===== src/rtl/ledstrip_pkg.sv =====
// ----------------------------------------------------------------------------
// ledstrip_pkg
// Shared types and elaboration-time helpers for the WS281x/SK6812 strip driver.
//   state_t   : serialiser FSM states
//   ns_to_tck : nanoseconds -> clock ticks, clamped to at least one tick
//   us_to_tck : microseconds -> clock ticks (latch period, no clamp)
// ----------------------------------------------------------------------------
package ledstrip_pkg;

    typedef enum logic [2:0] {
        IDLE,
        PRIME,
        LOAD,
        HI,
        LO,
        LATCH
    } state_t;

    // A pulse shorter than one clock still has to occupy a whole cycle on the
    // line, so very short timings are clamped to one tick.
    function automatic int ns_to_tck(input longint clk_hz, input longint t_ns);
        longint ticks;
        ticks = (clk_hz * t_ns) / 64'd1_000_000_000;
        if (ticks < 1) begin
            ticks = 1;
        end
        return int'(ticks);
    endfunction

    function automatic int us_to_tck(input longint clk_hz, input longint t_us);
        return int'((clk_hz * t_us) / 64'd1_000_000);
    endfunction

endpackage


===== src/rtl/ledstrip_driver_timer.sv =====
// ----------------------------------------------------------------------------
// led_bit_timer
// Loadable down-counter that times the high, low and latch periods.
//   i_clk    : clock
//   i_rst_n  : asynchronous active-low reset
//   i_load   : load i_value this cycle (takes priority over counting)
//   i_value  : period length minus one
//   o_zero   : current count is zero, i.e. this is the last cycle of a period
// Loading N-1 therefore yields a period of exactly N cycles.
// ----------------------------------------------------------------------------
module led_bit_timer #(
    parameter int W = 12
) (
    input  logic         i_clk,
    input  logic         i_rst_n,
    input  logic         i_load,
    input  logic [W-1:0] i_value,
    output logic         o_zero
);

    logic [W-1:0] r_count;

    // NOTE: state registers use non-blocking assignments so every flop samples
    // the pre-edge values of the others; blocking here would create ordering
    // dependent simulation and mismatch the synthesised netlist.
    always_ff @(posedge i_clk or negedge i_rst_n) begin
        if (!i_rst_n) begin
            r_count <= '0;
        end else if (i_load) begin
            r_count <= i_value;
        end else if (r_count != '0) begin
            r_count <= r_count - 1'b1;
        end
    end

    assign o_zero = (r_count == '0);

endmodule


===== src/rtl/ledstrip_driver.sv =====
// ----------------------------------------------------------------------------
// ledstrip_driver
// Streams LEDS*BYTES_PER_LED bytes from a synchronous-read pixel RAM onto a
// WS281x/SK6812 one-wire line, MSB first, ascending address, with a global
// brightness scale, byte prefetch and optional continuous refresh.
//   i_clk          : clock (single domain)
//   i_rst_n        : asynchronous active-low reset
//   i_start        : start-frame request, honoured only in IDLE
//   i_abort        : end the current frame early (line low, then latch)
//   i_continuous   : restart automatically after each latch period
//   i_brightness   : global scale, 255 = unscaled
//   o_rd_addr      : pixel RAM byte address
//   i_rd_data      : RAM data, valid one cycle after o_rd_addr
//   o_busy         : high from start acceptance until return to IDLE
//   o_dout         : registered strip data line
//   o_frame_done   : high for one cycle, the final cycle of a completed latch
// ----------------------------------------------------------------------------
module ledstrip_driver
    import ledstrip_pkg::*;
#(
    parameter int     LEDS          = 200,
    parameter int     BYTES_PER_LED = 3,
    parameter longint CLK_HZ        = 50_000_000,
    parameter int     T0H_NS        = 350,
    parameter int     T0L_NS        = 800,
    parameter int     T1H_NS        = 700,
    parameter int     T1L_NS        = 600,
    parameter int     RST_US        = 50,
    localparam int    NB            = LEDS * BYTES_PER_LED,
    localparam int    AW            = $clog2(NB)
) (
    input  logic          i_clk,
    input  logic          i_rst_n,
    input  logic          i_start,
    input  logic          i_abort,
    input  logic          i_continuous,
    input  logic [7:0]    i_brightness,
    output logic [AW-1:0] o_rd_addr,
    input  logic [7:0]    i_rd_data,
    output logic          o_busy,
    output logic          o_dout,
    output logic          o_frame_done
);

    generate
        if (BYTES_PER_LED != 3 && BYTES_PER_LED != 4) begin : g_bad_bytes_per_led
            $error("ledstrip_driver: BYTES_PER_LED must be 3 (GRB) or 4 (GRBW)");
        end
    endgenerate

    localparam int T0H_TCK = ns_to_tck(CLK_HZ, T0H_NS);
    localparam int T0L_TCK = ns_to_tck(CLK_HZ, T0L_NS);
    localparam int T1H_TCK = ns_to_tck(CLK_HZ, T1H_NS);
    localparam int T1L_TCK = ns_to_tck(CLK_HZ, T1L_NS);
    localparam int RST_TCK = us_to_tck(CLK_HZ, RST_US);
    localparam int CW      = $clog2(RST_TCK + 1);

    // Timer reload values are period-1: the zero cycle is the period's last.
    localparam logic [CW-1:0] T0H_LD = CW'(T0H_TCK - 1);
    localparam logic [CW-1:0] T0L_LD = CW'(T0L_TCK - 1);
    localparam logic [CW-1:0] T1H_LD = CW'(T1H_TCK - 1);
    localparam logic [CW-1:0] T1L_LD = CW'(T1L_TCK - 1);
    localparam logic [CW-1:0] RST_LD = CW'(RST_TCK - 1);

    localparam logic [AW-1:0] LAST_BYTE = AW'(NB - 1);

    state_t        r_state;
    state_t        w_state_nxt;

    logic [7:0]    r_bright;
    logic [7:0]    r_shift;
    logic [7:0]    r_next;
    logic [2:0]    r_bit;
    logic [AW-1:0] r_byte;
    logic          r_abort;   // frame was cut short: no o_frame_done
    logic          r_stop;    // no continuous restart after this latch

    logic          w_tmr_load;
    logic [CW-1:0] w_tmr_value;
    logic          w_tmr_zero;

    logic          w_frame_start;
    logic          w_load_first;
    logic          w_load_next;
    logic          w_shift;
    logic          w_capture;
    logic          w_dout_set;
    logic          w_dout_clr;
    logic          w_busy_clr;
    logic          w_abort;
    logic          w_stop;

    logic [15:0]   w_product;
    logic [7:0]    w_scaled;

    // Brightness scale: upper byte of d*(bright+1), so 255 passes data through
    // and 0 blanks it. One multiplier serves both the first load and prefetch.
    assign w_product = {8'h00, i_rd_data} * ({8'h00, r_bright} + 16'd1);
    assign w_scaled  = w_product[15:8];

    led_bit_timer #(
        .W (CW)
    ) u_timer (
        .i_clk   (i_clk),
        .i_rst_n (i_rst_n),
        .i_load  (w_tmr_load),
        .i_value (w_tmr_value),
        .o_zero  (w_tmr_zero)
    );

    always_ff @(posedge i_clk or negedge i_rst_n) begin
        if (!i_rst_n) begin
            r_state <= IDLE;
        end else begin
            r_state <= w_state_nxt;
        end
    end

    // NOTE: every signal driven here gets a default before the case statement;
    // a path that leaves one unassigned would infer a latch.
    always_comb begin
        w_state_nxt   = r_state;
        w_tmr_load    = 1'b0;
        w_tmr_value   = '0;
        w_frame_start = 1'b0;
        w_load_first  = 1'b0;
        w_load_next   = 1'b0;
        w_shift       = 1'b0;
        w_capture     = 1'b0;
        w_dout_set    = 1'b0;
        w_dout_clr    = 1'b0;
        w_busy_clr    = 1'b0;
        w_abort       = 1'b0;
        w_stop        = 1'b0;

        case (r_state)
            IDLE: begin
                // Start beats abort here; abort means nothing while idle.
                if (i_start) begin
                    w_state_nxt   = PRIME;
                    w_frame_start = 1'b1;
                end
            end

            PRIME: begin
                if (i_abort) begin
                    w_abort = 1'b1;
                end else begin
                    w_state_nxt = LOAD;
                end
            end

            LOAD: begin
                if (i_abort) begin
                    w_abort = 1'b1;
                end else begin
                    w_state_nxt  = HI;
                    w_load_first = 1'b1;
                    w_dout_set   = 1'b1;
                    w_tmr_load   = 1'b1;
                    w_tmr_value  = w_scaled[7] ? T1H_LD : T0H_LD;
                end
            end

            HI: begin
                if (i_abort) begin
                    w_abort = 1'b1;
                end else if (w_tmr_zero) begin
                    w_state_nxt = LO;
                    w_dout_clr  = 1'b1;
                    w_tmr_load  = 1'b1;
                    w_tmr_value = r_shift[7] ? T1L_LD : T0L_LD;
                end
            end

            LO: begin
                if (i_abort) begin
                    w_abort = 1'b1;
                end else if (w_tmr_zero) begin
                    // The prefetch address changed at the previous byte
                    // boundary; by the end of the byte's first bit the RAM
                    // latency has long elapsed, so the next byte is taken then.
                    w_capture  = (r_bit == 3'd7);
                    w_tmr_load = 1'b1;
                    if (r_bit != 3'd0) begin
                        w_state_nxt = HI;
                        w_shift     = 1'b1;
                        w_dout_set  = 1'b1;
                        w_tmr_value = r_shift[6] ? T1H_LD : T0H_LD;
                    end else if (r_byte != LAST_BYTE) begin
                        // Straight into the next byte's high phase: no gap.
                        w_state_nxt = HI;
                        w_load_next = 1'b1;
                        w_dout_set  = 1'b1;
                        w_tmr_value = r_next[7] ? T1H_LD : T0H_LD;
                    end else begin
                        w_state_nxt = LATCH;
                        w_tmr_value = RST_LD;
                    end
                end
            end

            LATCH: begin
                w_stop = i_abort;
                if (w_tmr_zero) begin
                    if (i_continuous && !i_abort && !r_stop) begin
                        w_state_nxt   = PRIME;
                        w_frame_start = 1'b1;
                    end else begin
                        w_state_nxt = IDLE;
                        w_busy_clr  = 1'b1;
                    end
                end
            end

            default: begin
                w_state_nxt = IDLE;
            end
        endcase

        // An abort drops the line and runs a full-length latch period.
        if (w_abort) begin
            w_state_nxt = LATCH;
            w_dout_clr  = 1'b1;
            w_tmr_load  = 1'b1;
            w_tmr_value = RST_LD;
        end
    end

    always_ff @(posedge i_clk or negedge i_rst_n) begin
        if (!i_rst_n) begin
            r_bright  <= '0;
            r_shift   <= '0;
            r_next    <= '0;
            r_bit     <= '0;
            r_byte    <= '0;
            r_abort   <= 1'b0;
            r_stop    <= 1'b0;
            o_rd_addr <= '0;
            o_busy    <= 1'b0;
            o_dout    <= 1'b0;
        end else begin
            if (w_frame_start) begin
                r_bright  <= i_brightness;
                o_rd_addr <= '0;
                o_busy    <= 1'b1;
                r_abort   <= 1'b0;
                r_stop    <= 1'b0;
            end

            if (w_load_first || w_load_next) begin
                r_shift <= w_load_first ? w_scaled : r_next;
                r_bit   <= 3'd7;
                r_byte  <= w_load_first ? '0 : r_byte + 1'b1;
                // Address runs one byte ahead and parks on the last byte.
                if (o_rd_addr != LAST_BYTE) begin
                    o_rd_addr <= o_rd_addr + 1'b1;
                end
            end

            if (w_shift) begin
                r_shift <= {r_shift[6:0], 1'b0};
                r_bit   <= r_bit - 1'b1;
            end

            if (w_capture) begin
                r_next <= w_scaled;
            end

            if (w_dout_set) begin
                o_dout <= 1'b1;
            end else if (w_dout_clr) begin
                o_dout <= 1'b0;
            end

            if (w_busy_clr) begin
                o_busy <= 1'b0;
            end

            if (w_abort) begin
                r_abort <= 1'b1;
                r_stop  <= 1'b1;
            end else if (w_stop) begin
                r_stop <= 1'b1;
            end
        end
    end

    assign o_frame_done = (r_state == LATCH) && w_tmr_zero && !r_abort;

endmodule


===== config.mk =====
export PLATFORM = sky130hd
export DESIGN_NAME = ledstrip_driver
export DESIGN_NICKNAME = d
export VERILOG_FILES = /design/src/rtl/ledstrip_pkg.sv /design/src/rtl/ledstrip_driver_timer.sv /design/src/rtl/ledstrip_driver.sv
export SDC_FILE = /design/constraint.sdc
export NUM_CORES = 1
export LEC_CHECK = 0
export CAP_MARGIN = 20
export CELL_PAD_IN_SITES_DETAIL_PLACEMENT = 2
export CELL_PAD_IN_SITES_GLOBAL_PLACEMENT = 2
export CORE_MARGIN = 1.5
export CORE_UTILIZATION = 23
export CTS_CLUSTER_SIZE = 10
export DETAILED_ROUTE_END_ITERATION = 12
export PLACE_DENSITY_LB_ADDON = 0.1
export SETUP_SLACK_MARGIN = 0.02
export SLEW_MARGIN = 15
export SYNTH_ARGS = -nofsm -noshare
export SYNTH_HDL_FRONTEND = slang
export SYNTH_SLANG_ARGS = --single-unit

===== constraint.sdc =====
create_clock -name i_clk -period 4.6 [get_ports i_clk]
set_input_delay 0.92 -clock i_clk [delete_from_list [all_inputs] [get_ports i_clk]]
set_output_delay 0.92 -clock i_clk [all_outputs]
set_load 0.03 [all_outputs]

== Yosys cells after proc, flatten, opt, wreduce, memory -nomap -nowiden ==
Cells that the tools add are included.

* Add/sub/neg operators: 5
* Multipliers: 1
* Divide/modulo/power cells: 0
* $lt $le $gt $ge: 0
* Eq/ne operators: 16
* Shift-type cells: 0
* Muxes and demuxes: 79
* Bitwise gates (word level): 0
* Reduce and logical (&&, ||, !) cells: 21

{| class="wikitable"
|+ Operators with widths
! kind !! number
|-
| $mux 12 || 7
|-
| $mux 6 || 7
|-
| $mux 1 || 40
|-
| $mux 10 || 4
|-
| $mux 3 || 13
|-
| $pmux 12 s3 || 1
|-
| $mux 8 || 3
|-
| $ne 3x3->1 const B || 8
|-
| $add 10x1->10 const B || 2
|-
| $ne 10x10->1 const B || 2
|-
| $pmux 3 s6 || 1
|-
| $mul 8x9->16 || 1
|-
| $logic_not 12->1 || 1
|-
| $reduce_bool 12->1 || 1
|-
| $sub 12x1->12 const B || 1
|-
| $reduce_bool 2->1 || 5
|-
| $add 8x1->9 const B || 1
|-
| $eq 3x3->1 const B || 3
|-
| $reduce_and 8->1 || 1
|-
| $eq 3x2->1 const B || 2
|-
| $pmux 1 s2 || 3
|-
| $reduce_bool 3->1 || 2
|-
| $logic_and 1x1->1 || 4
|-
| $reduce_or 4->1 || 1
|-
| 6 further kinds || 8
|}

* Bits in registers: 66
* Latch bits: 0
* RAM bits: 0
* ROM bits: 0
* Bits of input ports: 21
* Output and inout port bits: 13
* Word-level logic and storage cells: 134
* Memories: 0

== Logic depth before layout (Yosys ltp) ==
* Depth in word-level cells: 9
* Mapped depth: 20
* Depth with buffers taken out: 19

== Cells and area by module ==
A second synthesis with hierarchy kept.

* Cells, all modules: 593
* Area, all modules: 5736.8 um^2

{| class="wikitable"
|+ By module, submodules not included
! module !! times used !! cells an instance !! area an instance (um^2) !! seq. area each (um^2)
|-
| ledstrip_driver || 1 || 521 || 5006.1 || 1351.3
|-
| led_bit_timer || 1 || 72 || 730.7 || 300.3
|}

== Worst setup path after synthesis ==
Ideal clock, no wire load.

* Kind: register to register
* Start point: register r_bright[1]
* End point: register u_timer.r_count[1]
* Library setup time: 0.128 ns
* Arrival time: 4.972 ns
* Required time: 4.472 ns
* Path slack: -0.500 ns
* Stages on the path, launching flop included: 19
* Path buffers: 0
* Clock period less this slack: 5.100 ns
* Path through: dfrtp_1 ha_1 nand2_1 nor2_1 xnor2_1 nor2b_1 fa_1 fa_1 fa_1 inv_1 fa_1 inv_1 ha_1 a41o_1 a221oi_1 nor2_1 or4_1 o21ai_1 o21ai_0

* Word-level cells in the longest chain between the ends: 7

{| class="wikitable"
|+ Ends and longest elaborated chain
! item !! line !! source
|-
| from (decl) || ledstrip_driver.sv:70 || <nowiki>logic [7:0] r_bright;</nowiki>
|-
| from (signal assigned) || ledstrip_driver.sv:244 || <nowiki>r_bright <= i_brightness;</nowiki>
|-
| $add 8x1->9 || ledstrip_driver.sv:98 || <nowiki>assign w_product = {8'h00, i_rd_data} * ({8'h00, r_bright} + 16'd1);</nowiki>
|-
| $mul 8x9->16 || ledstrip_driver.sv:98 ||
|-
| $mux 6 || ledstrip_driver.sv:161 || <nowiki>w_tmr_value = w_scaled[7] ? T1H_LD : T0H_LD;</nowiki>
|-
| $mux 6 || ledstrip_driver.sv:154 || <nowiki>if (i_abort) begin</nowiki>
|-
| $pmux 12 s3 || ledstrip_driver.sv:136 || <nowiki>case (r_state)</nowiki>
|-
| $mux 12 || ledstrip_driver.sv:222 || <nowiki>if (w_abort) begin</nowiki>
|-
| $mux 12 || ledstrip_driver_timer.sv:29 || <nowiki>end else if (i_load) begin</nowiki>
|-
| to (signal assigned) || ledstrip_driver_timer.sv:30 || <nowiki>r_count <= i_value;</nowiki>
|-
| to (signal assigned) || ledstrip_driver_timer.sv:32 || <nowiki>r_count <= r_count - 1'b1;</nowiki>
|-
| to (decl) || ledstrip_driver_timer.sv:21 || <nowiki>logic [W-1:0] r_count;</nowiki>
|}

No other way between the ends.
A chain may end at the register's enable or synchronous reset.

== Worst setup path in the final report ==
* Start point: register r_bright[0]
* End point: register u_timer.r_count[4]

Same word-level chain as after synthesis.

==> key figures <==
Global route
  – Largest net degree at the start of global routing: 38
  – Vias in the first global route: 5,785
  – GRT Total Usage: 0.1469
  – Initial antenna violation count: 0
  – First-pass GRT wire length: 30.79 mm
  – Gr ovfl total: 0

Placement
  – Gpl congestion: 0.7270
  – # port buffers: 33
  – Pre-CTS setup slack: -1.049 ns
  – Placed insts: 1,056
  – Dpl hpwl: 14.14 mm

Final layout
  – Most frequent cells in the layout: 72 x nand2_1, 67 x buf_4, 62 x dfrtp_1
  – Layout Cells excl Fill: 1,086
  – Number of diodes: 0
  – Layout Nets: 851
  – Area Growth Syn to Fin: 36.04%
  – Share of layout cells above drive strength 1: 0.2632
  – Most common cell after layout, fill and taps aside: nand2_1

Timing
  – FMAX: 0.2055 GHz
  – Slack of the critical path: -0.2655 ns
  – Final hold vios: 0
  – Unrepaired setup endpoints after global routing: true
  – Max Slew Vio Count: 0
  – Crit path time final: 4.866 ns
  – Clk_skew: 0.01362 ns
  – Period utilization: 1.058
  – Relative slew slack: 0.3482
  – Worst-margin pin slew: 0.9777 ns
  – Setup violations, final: 13

Floorplan
  – Chip Height: 163.0 microns
  – # IOs: 34
  – Core ar.: 25,110 sq um
  – Row Count: 58
  – Starting Density: 0.2344
  – Die Width: 163.0 microns
  – Die area: 26,550 sq um

Clock tree
  – Clock Tree Root: clkbuf_16
  – CTS hold repair buffers: 0
  – H-tree depth: 3
  – CTS Sinks: 66
  – Worst-Skew Late Latency: 0.35 ns
  – CTS buffer count: 9
  – Clock buffer depth: 2
  – TritonCTS clock tree: built
  – Clock transition at path regs: 0.06 ns

Yosys
  – Mux contribution to synthesized area: 0.005103
  – Post-synthesis xor/xnor area fraction: 0.04763
  – Prevailing post-synth register cell: dfrtp_1
  – Sequential share of the synthesized area: 0.2807
  – Largest family of logic cells by synthesized area: simple AND/OR/NAND/NOR gates
  – Adder-Cell Fraction of Synth Area: 0.2190
  – Mapped Cells: 647
  – Post-Syn Area: 5884 sq um
  – Syn_nets: 747
  – EDFF count, synth: 0
  – Mean Syn Cell Area: 9.095 sq um
  – Synth cell types: 78
  – Ys Warns: 0
  – Flops & latches, synth: 66
  – Simple-gate share of the synthesized area: 0.2592
  – Compound-Gate Fraction of Synth Area: 0.1335
  – Post-synthesis async set-or-reset flop share: 1.000

Detailed routing
  – Drt wl/cell: 16.88 microns
  – Post-DRT Antenna Nets: 0
  – DR vias: 5,073
  – Vias/cell: 4.671
  – DRT Wirelength: 18.33 mm
  – DR iter-0 viols: 105
  – Detailed Routing Iterations Pass 1: 4
  – Detailed-route DRC error count: 0

Min path
  – Hold Path Class: reg -> reg

Run
  – Max Cap Violations: 0

Setup path
  – CP Max Fanout: 6
  – Critical-path top delay cell: fa_1
  – Nature of the critical path endpoint: flop
  – Worst path bufs/invs: 4
  – Kind of critical path: reg -> reg
  – CP top delay family: adder cells
  – Worst path max stage delay: 0.53 ns
  – Critical path required time: 4.89 ns
  – Startpoint type of the worst setup path: flop
  – CP arrival: 5.15 ns
  – Critical Path, Cell by Cell: ha_4 -> nand3_4 -> xor2_4 -> buf_6 -> nor2b_2 -> fa_1 -> fa_1 -> fa_1 -> inv_1 -> fa_1 -> inv_1 -> ha_4 -> nand3_1 -> or3_1 -> o21ai_2 -> nor2_4 -> buf_4 -> o21ai_2 -> o22a_1
  – Critical Path Most Common Cell: fa_1

Outcome
  – Violations in the final reports: setup timing
  – Status: complete, but fails checks
==> flip-flops by register name (all words and copies together), names as in the netlist, 3 cells and up <==
name	cells
u_timer.r_count	12
r_byte	10
r_bright	8
o_rd_addr	10
r_shift	8
r_state	3
r_bit	3
r_next	8
==> stage by stage <==
step	TNS, ns	area, sq um	hold WS (ns)	util
after floorplan	-0.1114	6071	0.4469	-
after global placement	-15.97	7197	0.4682	0.2866
after detailed placement	-16.90	7197	0.4898	0.2866
after CTS	-3.321	7921	0.4952	0.3155
after global routing	-4.759	8005	0.5249	0.3188
final	-1.860	8005	0.4920	0.3188
==> worst min-delay path, delay by kind of cell, from the launching register on <==
kind,cells,cell delay [ns]
simple gates,1,0.06
flops,1,0.34
compound gates,1,0.05
==> cell usage after synthesis, drive strengths merged, types with 5 or more instances <==
cell type,number,share of area
nor2,43,0.028
nand2b,13,0.015
and3,6,0.0064
inv,57,0.036
nor4,6,0.0089
nand4,5,0.0064
buf,11,0.013
or3,7,0.0083
ha,39,0.083
and2,26,0.028
nand3,23,0.020
nand2,76,0.050
o21a,6,0.0077
a21oi,21,0.018
nor3,13,0.013
nor2b,39,0.041
a22oi,9,0.012
dfrtp,66,0.28
xor2,16,0.024
o21ai,35,0.032
xnor2,16,0.024
fa,40,0.14
clkbuf,8,0.0051
==> routing by layer <==
metal,share of wire,up-vias,GRT usage
met5,0,-,0
met4,0.0098,0,0.03753
met3,0.016,11,0.01732
met2,0.50,33,0.2534
met1,0.48,2612,0.1941
li1,-,2417,-
==> worst paths after layout <==
check / slack [ns] / depth (start not counted) / end / from
max: -0.27 / 19 / u_timer.r_count[4] / r_bright[0]
min reg2reg: 0.49 / 2 / r_next[0] / r_next[0]
min in group asynchronous: 0.74 / 1 / r_byte[3] / i_rst_n
max reg2reg: -0.27 / 19 / u_timer.r_count[4] / r_bright[0]
max in group asynchronous: 2.82 / 2 / r_bright[1] / i_rst_n
min: 0.49 / 2 / r_next[0] / r_next[0]
==> what timing repair did <==
action	4_1_cts	5_1_grt
pin swaps	42	28
buffers inserted	14	3
endpoints found under the setup margin	19	19
gates resized for setup	78	27
==> cells by family after synthesis <==
logic type,count (synthesis)
flip-flops,66
adder cells (fa/ha/maj),79
AO/OA/AOI/OAI,114
AND/OR/NAND/NOR,277
multiplexers,3
XOR/XNOR,32
buffers and inverters,76
==> cell type report <==
type	instances	area (sq um)
flip-flops and latches	66	1657
multi-input cells	505	4462
well taps	330	412.9
fillers	2823	17100
clock inverters	6	57.56
inverters	57	214.0
repair buffers	112	973.4
clock buffers	10	229.0
Power is left out: the tool's default activity adds up to more than one toggle a clock period on the data nets, which glitch-free logic cannot reach.
==> RTL edit 1, RTL diff (same flow settings) <==
Register the output `o_frame_done`, without a reset; this adds one clock of latency there. The other outputs are not delayed to match. Comments in the files are not updated.
--- a/src/rtl/ledstrip_driver.sv
+++ b/src/rtl/ledstrip_driver.sv
@@ -287,5 +287,7 @@
     end
 
-    assign o_frame_done = (r_state == LATCH) && w_tmr_zero && !r_abort;
+    always_ff @(posedge i_clk) begin
+        o_frame_done <= (r_state == LATCH) && w_tmr_zero && !r_abort;
+    end
 
 endmodule
Function: no difference found for any inputs over 10 cycles, from zero or initial values and one cycle with i_rst_n low; that may be too few to reach the edited logic, so the function may still have changed.
==> RTL edit 1 against the unedited design <==
The run still ends with setup timing left. Design area down 1.7%. Routed wire length about the same. Worst setup slack better by 11 ps. Area after synthesis is 3.9% lower. Utilization is 0.57 points higher. Sequential cell count up 1. Global-route usage up 0.60 points. Sequential share of layout area up 0.58 points. Critical path type unchanged. Largest cell class unchanged. Highest routed layer unchanged.
Power is left out: the tool's default activity adds up to more than one toggle a clock period on the data nets, which glitch-free logic cannot reach.
==> RTL edit 1: results (changes against the unedited design) <==
| Metric | Value |
|---|---|
| Clk_skew | 8.08 ps (-5.54 ps) |
| Library cell contributing the largest single delay on the critical path | fa_1 |
| Post-Synthesis Net Count | 722 (-3.3%) |
| Sequential element share of the synthesized area | 29.6% (+1.5 points) |
| Worst hold path depth | 1 (-1) |
| Largest net degree at the start of global routing | 36 (-5.3%) |
| Ys flop type | dfrtp_1 |
| Violated checks | setup timing |
| Top cell types by occurrence after synthesis | dfrtp_1, nand2_1, inv_1 |
| DRC violation total after the first TritonRoute iteration | 124 (+18%) |
| Net count reported at finish | 829 (-2.6%) |
| Average wire length per cell after detail routing | 17.3 um (+2.6%) |
| HPWL after detailed placement | 13900 um (-2.0%) |
| Reported max-cap violation count | 0 (unchanged) |
| Wire length of the first global-routing pass | 31000 um (+0.63%) |
| Worst rel slew slack | 42.9% (+8.1 points) |
| Routability congestion estimate from global placement | 0.768 (+5.7%) |
| Count of flip-flops with a built-in enable after synthesis | 0 (unchanged) |
| Delay of the slowest cell on the worst path | 560 ps (+30 ps) |
| Compound-Gate Fraction of Synth Area | 13.5% (+0.17 points) |
| GR Util All Layers | 15.3% (+0.60 points) |
| H-Tree Depth | 3 (unchanged) |
| Vias after detailed routing | 4874 (-3.9%) |
| Async S/R FF share, synth | 98.5% (-1.5 points) |
| Min setup slack post-route | -254 ps (+11.3 ps) |
| Critical Path AT | 5080 ps (-70 ps) |
| Largest cells by area after synthesis | dfrtp_1, fa_1, ha_1 |
| Startpoint of the lowest-slack hold path | r_abort$_DFFE_PN0P_ |
| Fraction of synthesized area in multiplexers | 1.13% (+0.62 points) |
| Status | finished with violations |
| Number of antenna diodes | 0 (unchanged) |
| Share of synthesized cell area in full adder, half adder and majority cells | 22.8% (+0.89 points) |
| Synthesis warning total | 0 (unchanged) |
| Fraction of final layout cells sized beyond drive strength 1 | 24.0% (-2.3 points) |
| Library cells used by synthesis | 64 (-18%) |
| Area share of xor/xnor cells in the synthesized design | 5.58% (+0.81 points) |
| Startpoint of the most critical register-to-register path | r_bright[1]$_DFFE_PN0P_ |
| Via count of the first global-routing pass | 5683 (-1.8%) |
| Final-report setup violation count | 17 (+4) |
| Setup tns final | -2300 ps (-440 ps) |
-- RTL edit 1: cell count changes after synthesis, moves of 3 or more --
cell,unedited run,this run
clkbuf_1,8,12
nor3_1,11,8
or3_1,6,3
xnor2_1,16,19
nand3_1,23,18
nand2_1,75,66
a21oi_1,20,26
buf_6,3,0
o21ai_0,32,26
nor4_1,5,2
mux2_2,0,3
inv_1,57,61
-- RTL edit 1: what timing repair did --
item	CTS	global route
resized for setup	71	22
pin swaps	45	25
buffers inserted	13	11
endpoints found under the setup margin	19	19
endpoints found under the hold margin	0	0
-- RTL edit 1: final timing paths --
check | to | slack (ps)
worst min register to register | o_frame_done$_DFF_P_ | 450
worst max register to register | r_shift[6]$_DFFE_PN0P_ | -250
worst min-delay path | o_frame_done$_DFF_P_ | 450
min in group asynchronous | u_timer.r_count[9]$_DFFE_PN0P_ | 680
worst max-delay path | r_shift[6]$_DFFE_PN0P_ | -250
max in group asynchronous | r_next[2]$_DFFE_PN0P_ | 2920
-- RTL edit 1: final cells by class --
cell class / instances / area [sq um]
flip-flops and latches: 67 / 1670
well taps: 324 / 405
fillers: 2708 / 16400
repair buffers: 113 / 998
clock buffers: 10 / 239
inverters: 61 / 229
multi-input cells: 477 / 4210
clock inverters: 6 / 113
-- RTL edit 1: layer usage --
metal  wire [um]  vias up  global-route usage, %
li1            -     2324                      -
met1        8100     2486                   18.7
met2        9540       46                   27.8
met3         421       18                   2.52
met4         270        0                   3.95
met5           0        -                      0
-- RTL edit 1: per-stage QoR --
step	cell area, sq um	hold slack, ps	setup WS, ps	cells
final	7870	447	-254	1058
after global placement	6920	452	-856	1018
after floorplan	5850	416	25.3	622
after global routing	7870	454	-477	1058
after detailed placement	6920	450	-942	1018
after CTS	7670	452	-300	1047
-- RTL edit 1: cells by family (layout without fill, tap and decap cells) --
logic type / Yosys count / in the layout
xor+xnor: 36 / 36
buf+inv: 78 / 190
flops: 67 / 67
mux: 6 / 6
fa+ha+maj: 79 / 79
compound gates: 115 / 115
simple gates: 241 / 241
-- RTL edit 1: critical path, delay by kind of cell (launching register included) --
family          cells  cell delay, ps
simple gates        3             240
compound gates      4             830
fa+ha+maj           5            2280
flops               1             410
xor+xnor            2             440
buf+inv             5             520
==> RTL edit 2, RTL diff (config.mk and constraints unchanged) <==
Without the edit above. `RST_US`: 50 -> 25.
--- a/src/rtl/ledstrip_driver.sv
+++ b/src/rtl/ledstrip_driver.sv
@@ -26,5 +26,5 @@
     parameter int     T1H_NS        = 700,
     parameter int     T1L_NS        = 600,
-    parameter int     RST_US        = 50,
+    parameter int     RST_US        = 25,
     localparam int    NB            = LEDS * BYTES_PER_LED,
     localparam int    AW            = $clog2(NB)
Function: no difference found for any inputs over 10 cycles, from zero or initial values and one cycle with i_rst_n low; that may be too few to reach the edited logic, so the function may still have changed.
==> RTL edit 2 against the unedited design <==
The flow still finishes with violations (setup timing). Area after synthesis decreased by 1.8%. Non-clock buffer count up 2. Maximum frequency is 1.3% lower. Worst setup slack lost 65 ps. Clock skew is 2.5 ps lower. Sequential cell count fell by 1. Hold slack worse by 4.0 ps. Design area is 0.86% lower. Routed wire length shrank 2.9%. Largest cell class unchanged.
Power is not shown: default switching activity piles up to over one toggle a cycle in this logic, so the estimate is an artifact.
==> RTL edit 2: results (changes against the unedited design) <==
| Metric | Value |
|---|---|
| Post-synthesis area per instance | 9.32 sq um (+2.5%) |
| Placed Area | 0.00702 sq mm (-2.5%) |
| Post-detailed-routing wire length | 17800 um (-2.9%) |
| Top cell types by occurrence after synthesis | nand2_1, dfrtp_1, inv_1 |
| Via density | 4.66 (-0.23%) |
| Violated checks | setup timing |
| Status | finished with violations |
| Largest registers ranked by flip-flop count | u_timer.r_count: 11 flops, o_rd_addr: 10 flops, r_byte: 10 flops |
| Final Hold Slack | 488 ps (-4.02 ps) |
| Required time worst endpoint | 4830 ps (-60 ps) |
| Largest net degree at the start of global routing | 39 (+2.6%) |
| Final-report setup violation count | 15 (+2) |
| Min setup slack post-route | -330 ps (-64.6 ps) |
| Routability congestion estimate from global placement | 0.730 (+0.45%) |
| Global routing usage on met3 | 2.16% (+0.43 points) |
| Routed metal-1 wirelength | 8060 um (-7.5%) |
| Setup tns final | -3470 ps (-1610 ps) |
| Worst hold path depth | 1 (-1) |
| Sink of the worst hold path | r_shift[2]$_DFFE_PN0P_ |
| Library cells used by synthesis | 73 (-6.4%) |
| Post-Synthesis Net Count | 720 (-3.6%) |
| CP Max Fanout | 4 (-2) |
| Clk_skew | 11.2 ps (-2.46 ps) |
| DRC violation total after the first TritonRoute iteration | 108 (+2.9%) |
| Setup Slack @ Placement | -1040 ps (+4.40 ps) |
| GR Util All Layers | 14.5% (-0.15 points) |
-- RTL edit 2: changes by cell type after synthesis, sizes merged, moves of 5 or more --
cell,delta
o21ai,-12
nor3,+7
mux2,+6
nand2,-6
inv,-5
nand2b,+5
nor2,-5
-- RTL edit 2: cell families after synthesis --
logic type               share of synthesized area (%)
AND/OR/NAND/NOR                                   24.6
AO/OA/AOI/OAI                                     13.2
adder cells (fa/ha/maj)                           22.3
buffers and inverters                             4.57
flip-flops                                        28.1
XOR/XNOR                                          5.15
multiplexers                                      2.04
-- RTL edit 2: repair_timing --
| action | in CTS | in global routing |
|---|---|---|
| gates resized for setup | 53 | 51 |
| endpoints found under the setup margin | 19 | 19 |
| setup buffers | 14 | 8 |
| pin swaps | 31 | 32 |
-- RTL edit 2: layout make-up --
class / instances / area share (%)
multi-input combinational: 488 / 55.7
clock inverter: 4 / 0.962
inverter: 52 / 2.46
clock buffer: 11 / 3.18
sequential: 65 / 20.5
timing repair buffer: 114 / 12.0
tap: 324 / 5.11
